## config.mk

```make
export PLATFORM = sky130hd
export DESIGN_NAME = md_issue_ctrl
export DESIGN_NICKNAME = d
export VERILOG_FILES = /design/src/rtl/md_issue_ctrl.sv
export SDC_FILE = /design/constraint.sdc
export NUM_CORES = 1
export LEC_CHECK = 0
export BUFFER_PORTS_ARGS = -buffer_cell sky130_fd_sc_hd__buf_2
export CAP_MARGIN = 10
export CORE_MARGIN = 3
export CORE_UTILIZATION = 51
export DETAILED_ROUTE_END_ITERATION = 10
export PLACE_DENSITY_LB_ADDON = 0.15
export SLEW_MARGIN = 25
export SYNTH_ARGS = -nofsm -noshare
export SYNTH_HDL_FRONTEND = slang
export SYNTH_SLANG_ARGS = --single-unit
```

## constraint.sdc

```tcl
create_clock -name clock -period 2.9 [get_ports clock]
set_input_delay 0.145 -clock clock [delete_from_list [all_inputs] [get_ports clock]]
set_output_delay 0.145 -clock clock [all_outputs]
set_load 0.1 [all_outputs]
```

## src/rtl/md_issue_ctrl.sv

```systemverilog
// -----------------------------------------------------------------------------
// md_issue_ctrl
// Issue controller sitting between the execute stage and the iterative
// multiply/divide units. It accepts one mult/div instruction at a time,
// registers its operands, fires a one-cycle start pulse to the right unit,
// stalls the upstream pipeline while the unit works, and produces a one-cycle
// writeback strobe when the unit answers. A watchdog counter forces
// completion (with an exception) if the unit never answers. A pipeline flush
// discards the in-flight result; the controller then drains the unit before
// accepting new work.
//
// Ports
//   clock, reset_n              clock and asynchronous active-low reset
//   insn_valid, is_mul, is_div  execute-stage instruction valid and decode
//   flush                       pipeline kill
//   op_a, op_b, rd              source operands and destination register
//   md_result, md_exception     unit result/exception, valid on md_ready
//   md_ready                    one-cycle completion pulse from the unit
//   ctrl_MULT, ctrl_DIV         one-cycle start pulses to the units
//   data_operandA/B             registered operands to the units
//   stall                       freezes upstream stages (combinational)
//   wb_valid                    one-cycle writeback strobe
//   wb_rd, wb_data, wb_exception writeback payload, held between strobes
// -----------------------------------------------------------------------------
module md_issue_ctrl #(
  parameter logic [5:0] TIMEOUT = 6'd48
) (
  input  logic        clock,
  input  logic        reset_n,
  input  logic        insn_valid,
  input  logic        is_mul,
  input  logic        is_div,
  input  logic        flush,
  input  logic [31:0] op_a,
  input  logic [31:0] op_b,
  input  logic [4:0]  rd,
  input  logic [31:0] md_result,
  input  logic        md_exception,
  input  logic        md_ready,
  output logic        ctrl_MULT,
  output logic        ctrl_DIV,
  output logic [31:0] data_operandA,
  output logic [31:0] data_operandB,
  output logic        stall,
  output logic        wb_valid,
  output logic [4:0]  wb_rd,
  output logic [31:0] wb_data,
  output logic        wb_exception
);

  localparam logic [2:0] S_IDLE  = 3'd0;
  localparam logic [2:0] S_ISSUE = 3'd1;
  localparam logic [2:0] S_BUSY  = 3'd2;
  localparam logic [2:0] S_DRAIN = 3'd3;
  localparam logic [2:0] S_DONE  = 3'd4;

  logic [2:0]  r_state;
  logic [2:0]  w_state_nxt;
  logic [5:0]  r_cnt;
  logic [31:0] r_op_a;
  logic [31:0] r_op_b;
  logic [4:0]  r_rd;
  logic        r_op_div;
  logic        r_ctrl_mult;
  logic        r_ctrl_div;
  logic        r_wb_valid;
  logic [4:0]  r_wb_rd;
  logic [31:0] r_wb_data;
  logic        r_wb_exc;

  logic        w_md_op;
  logic        w_req;
  logic        w_timeout;

  assign w_md_op   = is_mul | is_div;
  assign w_req     = insn_valid & w_md_op & ~flush;
  // Counter reads 0 in the first BUSY cycle, so TIMEOUT-1 marks the
  // TIMEOUT-th cycle spent waiting for the unit.
  assign w_timeout = (r_cnt == (TIMEOUT - 6'd1));

  // Next-state decode for the issue FSM
  always_comb begin
    w_state_nxt = r_state;
    case (r_state)
      S_IDLE: begin
        if (w_req) begin
          w_state_nxt = S_ISSUE;
        end else begin
          w_state_nxt = S_IDLE;
        end
      end
      S_ISSUE: begin
        if (flush) begin
          w_state_nxt = S_DRAIN;
        end else begin
          w_state_nxt = S_BUSY;
        end
      end
      S_BUSY: begin
        if (flush) begin
          // Flush beats a same-cycle answer or timeout: nothing left to drain.
          if (md_ready | w_timeout) begin
            w_state_nxt = S_IDLE;
          end else begin
            w_state_nxt = S_DRAIN;
          end
        end else if (md_ready | w_timeout) begin
          w_state_nxt = S_DONE;
        end else begin
          w_state_nxt = S_BUSY;
        end
      end
      S_DRAIN: begin
        if (md_ready | w_timeout) begin
          w_state_nxt = S_IDLE;
        end else begin
          w_state_nxt = S_DRAIN;
        end
      end
      S_DONE: begin
        w_state_nxt = S_IDLE;
      end
      default: begin
        w_state_nxt = S_IDLE;
      end
    endcase
  end

  // State register and watchdog counter (counter keeps running into DRAIN)
  always_ff @(posedge clock or negedge reset_n) begin
    if (!reset_n) begin
      r_state <= S_IDLE;
      r_cnt   <= 6'd0;
    end else begin
      r_state <= w_state_nxt;
      if (r_state == S_ISSUE) begin
        r_cnt <= 6'd0;
      end else if ((r_state == S_BUSY) || (r_state == S_DRAIN)) begin
        r_cnt <= r_cnt + 6'd1;
      end else begin
        r_cnt <= r_cnt;
      end
    end
  end

  // Operand/destination latch on acceptance and the start pulse for ISSUE
  always_ff @(posedge clock or negedge reset_n) begin
    if (!reset_n) begin
      r_op_a      <= 32'd0;
      r_op_b      <= 32'd0;
      r_rd        <= 5'd0;
      r_op_div    <= 1'b0;
      r_ctrl_mult <= 1'b0;
      r_ctrl_div  <= 1'b0;
    end else if ((r_state == S_IDLE) && w_req) begin
      r_op_a      <= op_a;
      r_op_b      <= op_b;
      r_rd        <= rd;
      // Both decode bits high is treated as a divide.
      r_op_div    <= is_div;
      r_ctrl_mult <= ~is_div;
      r_ctrl_div  <= is_div;
    end else begin
      r_ctrl_mult <= 1'b0;
      r_ctrl_div  <= 1'b0;
    end
  end

  // Writeback capture: unit answer or forced timeout completion
  always_ff @(posedge clock or negedge reset_n) begin
    if (!reset_n) begin
      r_wb_valid <= 1'b0;
      r_wb_rd    <= 5'd0;
      r_wb_data  <= 32'd0;
      r_wb_exc   <= 1'b0;
    end else begin
      r_wb_valid <= 1'b0;
      if ((r_state == S_BUSY) && !flush) begin
        if (md_ready) begin
          r_wb_valid <= 1'b1;
          r_wb_rd    <= r_rd;
          r_wb_data  <= md_result;
          r_wb_exc   <= md_exception;
        end else if (w_timeout) begin
          r_wb_valid <= 1'b1;
          r_wb_rd    <= r_rd;
          r_wb_data  <= 32'd0;
          r_wb_exc   <= 1'b1;
        end
      end
    end
  end

  // Gated by reset_n so every output reads 0 while reset is held.
  assign stall = reset_n & (((r_state == S_IDLE) & w_req) |
                            (r_state == S_ISSUE) |
                            (r_state == S_BUSY) |
                            ((r_state == S_DRAIN) & insn_valid & w_md_op));

  assign ctrl_MULT     = r_ctrl_mult;
  assign ctrl_DIV      = r_ctrl_div;
  assign data_operandA = r_op_a;
  assign data_operandB = r_op_b;
  assign wb_valid      = r_wb_valid;
  assign wb_rd         = r_wb_rd;
  assign wb_data       = r_wb_data;
  assign wb_exception  = r_wb_exc;

endmodule

```

Word-level counts from Yosys, hierarchy flattened
Index checks and enable logic that the tools add are counted.
{"block": "classes", "add_sub_neg": 1, "n_mul": 0, "n_div": 0, "magnitude_cmp": 0, "n_eq_ne": 4, "shifts": 0, "n_mux": 19, "bitwise_logic": 13, "reduce_logical": 8}
{"operator": "2-to-1 mux 32 bit", "n": 2}
{"operator": "2-to-1 mux 6 bit", "n": 2}
{"operator": "one-hot mux 3 bit (4 select lines)", "n": 1}
{"operator": "2-to-1 mux 5 bit", "n": 2}
{"operator": "2-to-1 mux 1 bit", "n": 9}
{"operator": "adder 6 x 1 -> 6 bit (second input constant)", "n": 1}
{"operator": "AND 1 bit", "n": 6}
{"operator": "== test 3 x 2 -> 1 bit (second input constant)", "n": 2}
{"operator": "== test 6 bit (second input constant)", "n": 1}
{"operator": "2-to-1 mux 3 bit", "n": 2}
{"operator": "OR 1 bit", "n": 5}
{"operator": "nonzero test 2 bit", "n": 2}
{"operator": "== test 3 x 1 -> 1 bit (second input constant)", "n": 1}
{"operator": "zero test 3 bit", "n": 1}
{"operator": "logical AND 1 bit", "n": 2}
{"operator": "2-to-1 mux 2 bit", "n": 1}
{"operator": "NOT 1 bit", "n": 2}
{"operator": "AND reduction 2 bit", "n": 1}
{"operator": "zero test 1 bit", "n": 1}
{"operator": "logical OR 1 bit", "n": 1}
{"block": "totals", "ff_bits": 119, "latch_bits": 0, "ramBits": 0, "rom_bits": 0, "inputBits": 109, "output_inout_bits": 106, "wordCells": 56, "n_memories": 0}

Longest topological paths before layout
{"block": "logic_depth", "word_depth": 8, "ltp_mapped": 7, "ltp_nobuf": 6}

Worst setup path before layout
OpenSTA, ideal clock, no wires.
{"block": "synth_path", "kind": "register -> register", "startpoint": "register r_state[1]", "endpoint": "register r_op_a[0], in the netlist data_operandA[0]", "setup_time_ns": 0.126, "arrival_time_ns": 1.529, "required_time_ns": 2.774, "path_slack_ns": 1.245, "path_stages_with_launch": 7, "path_buffers": 3, "period_less_slack_ns": 1.655, "path_cell_list": "dfrtp_1 -> buf_6 -> nor4_4 -> and2b_1 -> buf_6 -> buf_12 -> mux2_4"}
{"block": "synth_between", "elab_chain_cells": 2}
{"item": "start: declaration", "line": "57", "source": "logic [2:0] r_state;"}
{"item": "start signal: assignment", "line": "135", "source": "r_state <= w_state_nxt;"}
{"item": "zero test 3 bit", "line": "155", "source": "end else if ((r_state == S_IDLE) && w_req) begin"}
{"item": "logical AND 1 bit", "line": "155"}
{"item": "end signal: assignment", "line": "156", "source": "r_op_a <= op_a;"}
{"item": "end: declaration", "line": "60", "source": "logic [31:0] r_op_a;"}
No other way between the ends.
A chain may end at the register's enable or synchronous reset.

Worst setup path in the final report
{"block": "layout_path", "startpoint": "register r_state[1]", "endpoint": "register r_op_a[6], in the netlist data_operandA[6]"}
Same word-level chain as after synthesis.

==> flow_metrics.env <==
export IMPL_seq_area_frac_synth_pct=60.87
export IMPL_crit_path_cell_trace="nor4_4 > and2b_4 > buf_4 > mux2_4"
export IMPL_setup_viol=0
export IMPL_r2r_end="data_operandA[6]$_DFFE_PN0P_"
export IMPL_via_count=3778
export IMPL_numPortBuffers=214
export IMPL_drc=0
export IMPL_multi_input_area_mm2=0.001688
export IMPL_rsz0062_at_grt="no"
export IMPL_synth_top_cell_area_share_pct=60.87
export IMPL_initial_core_util_pct=52.70
export IMPL_clockRootBuffer="clkbuf_8"
export IMPL_core_mm2=0.009284
export IMPL_hold_slack_ps=63.22
export IMPL_nets=732
export IMPL_fin_skew_ps=12.80
export IMPL_max_freq_mhz=466.5
export IMPL_crit_fanout=19
export IMPL_hold_viol=0
export IMPL_io_pins=215
export IMPL_yosys_warnings=0
export IMPL_hpwl_mm=7.763
export IMPL_cts_resized=0
export IMPL_drv_slew=0
export IMPL_syn2layout_area_growth_pct=56.85
export IMPL_routedWlPerCell_um=17.51
export IMPL_ys_seq_elements=119
export IMPL_hold_depth=3
export IMPL_first_iter_violations=148
export IMPL_critical_path_max_stage_delay_ps=520
export IMPL_r2r_slack_ps=760
export IMPL_syn_area_mm2=0.004892
export IMPL_synth_edf_count=0
export IMPL_post_cts_buffers=0
export IMPL_synthCells=294
export IMPL_worst_r2r_startpoint="r_state[1]$_DFF_PN0_"
export IMPL_ys_flop_type="dfrtp_1"
export IMPL_grt_remaining_overflow=0
export IMPL_yosys_area_top_type="dfrtp_1"
export IMPL_antenna_found_initial=0
export IMPL_crit_type="register to register"
export IMPL_synthArstFlopShare_pct=100.0
export IMPL_dp_cells=625
export IMPL_wl_mm=13.39
export IMPL_endpoint_kind="register"
export IMPL_tritoncts="built"
export IMPL_outcome="completed"
export IMPL_cp_slowest_cell="dfrtp_1"
export IMPL_post_route_period_util_pct=73.91
export IMPL_drv_cap=0
export IMPL_maxSlewHeadroom_pct=59.28
export IMPL_synth_fp_nets=404
export IMPL_fp_dieH_um=103.9
export IMPL_grt_pass1_wl_mm=22.40
export IMPL_tightest_slew_ps=609.3
export IMPL_tns_ps=0
export IMPL_clock_path_buffers=2
export IMPL_cts_buffers=17
export IMPL_synth_cell_types=32
export IMPL_startpoint_type="register"
export IMPL_period_needed_ps=2144
export IMPL_cts_num_sinks=119
export IMPL_rows=35
export IMPL_grt_start_max_net_pins=44
export IMPL_globalRouteTotalUtil_pct=26.05
export IMPL_dieArea_mm2=0.01080
export IMPL_grt_pass1_vias=4096
export IMPL_fin_cells=765
export IMPL_gp_congestion=0.8148
export IMPL_syn_mean_instance_area_um2=16.64
export IMPL_dr_pass1_iters=4
export IMPL_fillers=511
export IMPL_min_to="ctrl_DIV$_DFF_PN0_"
export IMPL_holdBufCountCts=107
export IMPL_worstHoldStart="flush"
export IMPL_worstPathRequired_ps=3280
export IMPL_worstHoldPathType="input pin to register"
export IMPL_fp_dieW_um=103.9
export IMPL_layout_drive_gt1_share_pct=51.50
export IMPL_clock_latency_ps=510
export IMPL_cts_max_level=4
export IMPL_ff2ff_path_depth=4
export IMPL_arrival_ps=2520
export IMPL_ant_nets=0
export IMPL_synth_top_cells_by_area="dfrtp_1 61%, mux2_4 21%, a22o_1 6.6%"
export IMPL_register_area_mm2=0.002978
export IMPL_clk_pin_slew_worst_paths_ps=60
export IMPL_vias_per_cell=4.939
-- critical path, delay by kind of cell (launching register included) --
kind	cells	cell delay, ps
buf+inv	1	360
mux	1	330
simple gates	2	810
flops	1	520
-- flip-flops by register name, summed over array words and instances, names as in the netlist, 3 cells and up --
name           count
data_operandA     32
r_cnt              6
r_state            3
wb_rd              5
r_rd               5
data_operandB     32
wb_data           32
-- cell usage in the layout (no fill, tap or decap), types with 3 or more instances in the layout --
cell	instances
a22o_1	37
buf_12	3
buf_2	213
buf_4	5
bufinv_16	3
clkbuf_16	16
clkinv_4	3
clkinvlp_4	5
dfrtp_1	119
dlygate4sd3_1	107
mux2_1	5
mux2_4	69
nand2_1	4
nand3_1	4
nor2_1	3
nor2b_1	3
nor3_1	3
o21ai_0	6
-- stage by stage --
| step | util [%] | setup slack (ps) | instance area (µm²) |
|---|---|---|---|
| 6_report | 82.66 | 756.5 | 7674 |
| 5_1_grt | 82.63 | 600.7 | 7671 |
| 4_1_cts | 82.63 | 739.4 | 7671 |
| 3_5_place_dp | 64.69 | 764.8 | 6006 |
| 3_3_place_gp | 64.69 | 837.8 | 6006 |
| 2_1_floorplan | - | 1245 | 4892 |
-- logic make-up after synthesis --
| kind of cell | after synthesis | share of synthesized area, % |
|---|---|---|
| AOI/OAI and AO/OA | 49 | 8.210 |
| muxes | 76 | 22.76 |
| adders and majority gates | 1 | 0.2557 |
| and+or+nand+nor | 26 | 3.223 |
| DFF | 119 | 60.87 |
| buffers and inverters | 23 | 4.680 |
-- worst max path at each step --
stage	cells past startpoint	slack, ps	to	start
final	4	760	data_operandA[6]$_DFFE_PN0P_	r_state[1]$_DFF_PN0_
after global routing	6	600	wb_rd[1]$_DFFE_PN0P_	r_cnt[0]$_DFFE_PN0P_
after CTS	4	740	data_operandA[15]$_DFFE_PN0P_	r_state[1]$_DFF_PN0_
after detailed placement	4	760	data_operandA[15]$_DFFE_PN0P_	r_state[1]$_DFF_PN0_
after global placement	4	840	data_operandA[7]$_DFFE_PN0P_	r_state[1]$_DFF_PN0_
after floorplan	6	1240	data_operandA[0]$_DFFE_PN0P_	r_state[1]$_DFF_PN0_
-- cell usage after synthesis (2+ instances only) --
| cell type | instances |
|---|---|
| dfrtp_1 | 119 |
| mux2_4 | 69 |
| a22o_1 | 37 |
| buf_12 | 7 |
| o21ai_0 | 6 |
| buf_2 | 5 |
| mux2_1 | 5 |
| clkbuf_1 | 4 |
| nand2_1 | 4 |
| nand3_1 | 4 |
| buf_6 | 3 |
| nor2_1 | 3 |
| nor2b_1 | 3 |
| nor3_1 | 3 |
| a21o_1 | 2 |
| inv_1 | 2 |
| inv_2 | 2 |
| nand2b_1 | 2 |
-- cell type report --
type                       instances  share of cell area (%)
antenna                            1                 0.03261
inverter                           4                  0.1957
tap                              129                   2.103
clock buffer                      18                   5.446
clock inverter                    14                   2.299
sequential                       119                   38.81
multi-input combinational        152                   22.00
timing repair buffer             328                   29.12
-- layer usage --
layer / global-route usage (%) / up-vias / share of wire, %
met3: 7.759 / 21 / 6.6
met2: 43.04 / 173 / 50
met4: 8.547 / 0 / 1.6
li1: - / 1722 / -
met5: 0 / - / 0
met1: 33.03 / 1862 / 41
Power is not shown: default switching activity piles up to over one toggle a cycle in this logic, so the estimate is an artifact.
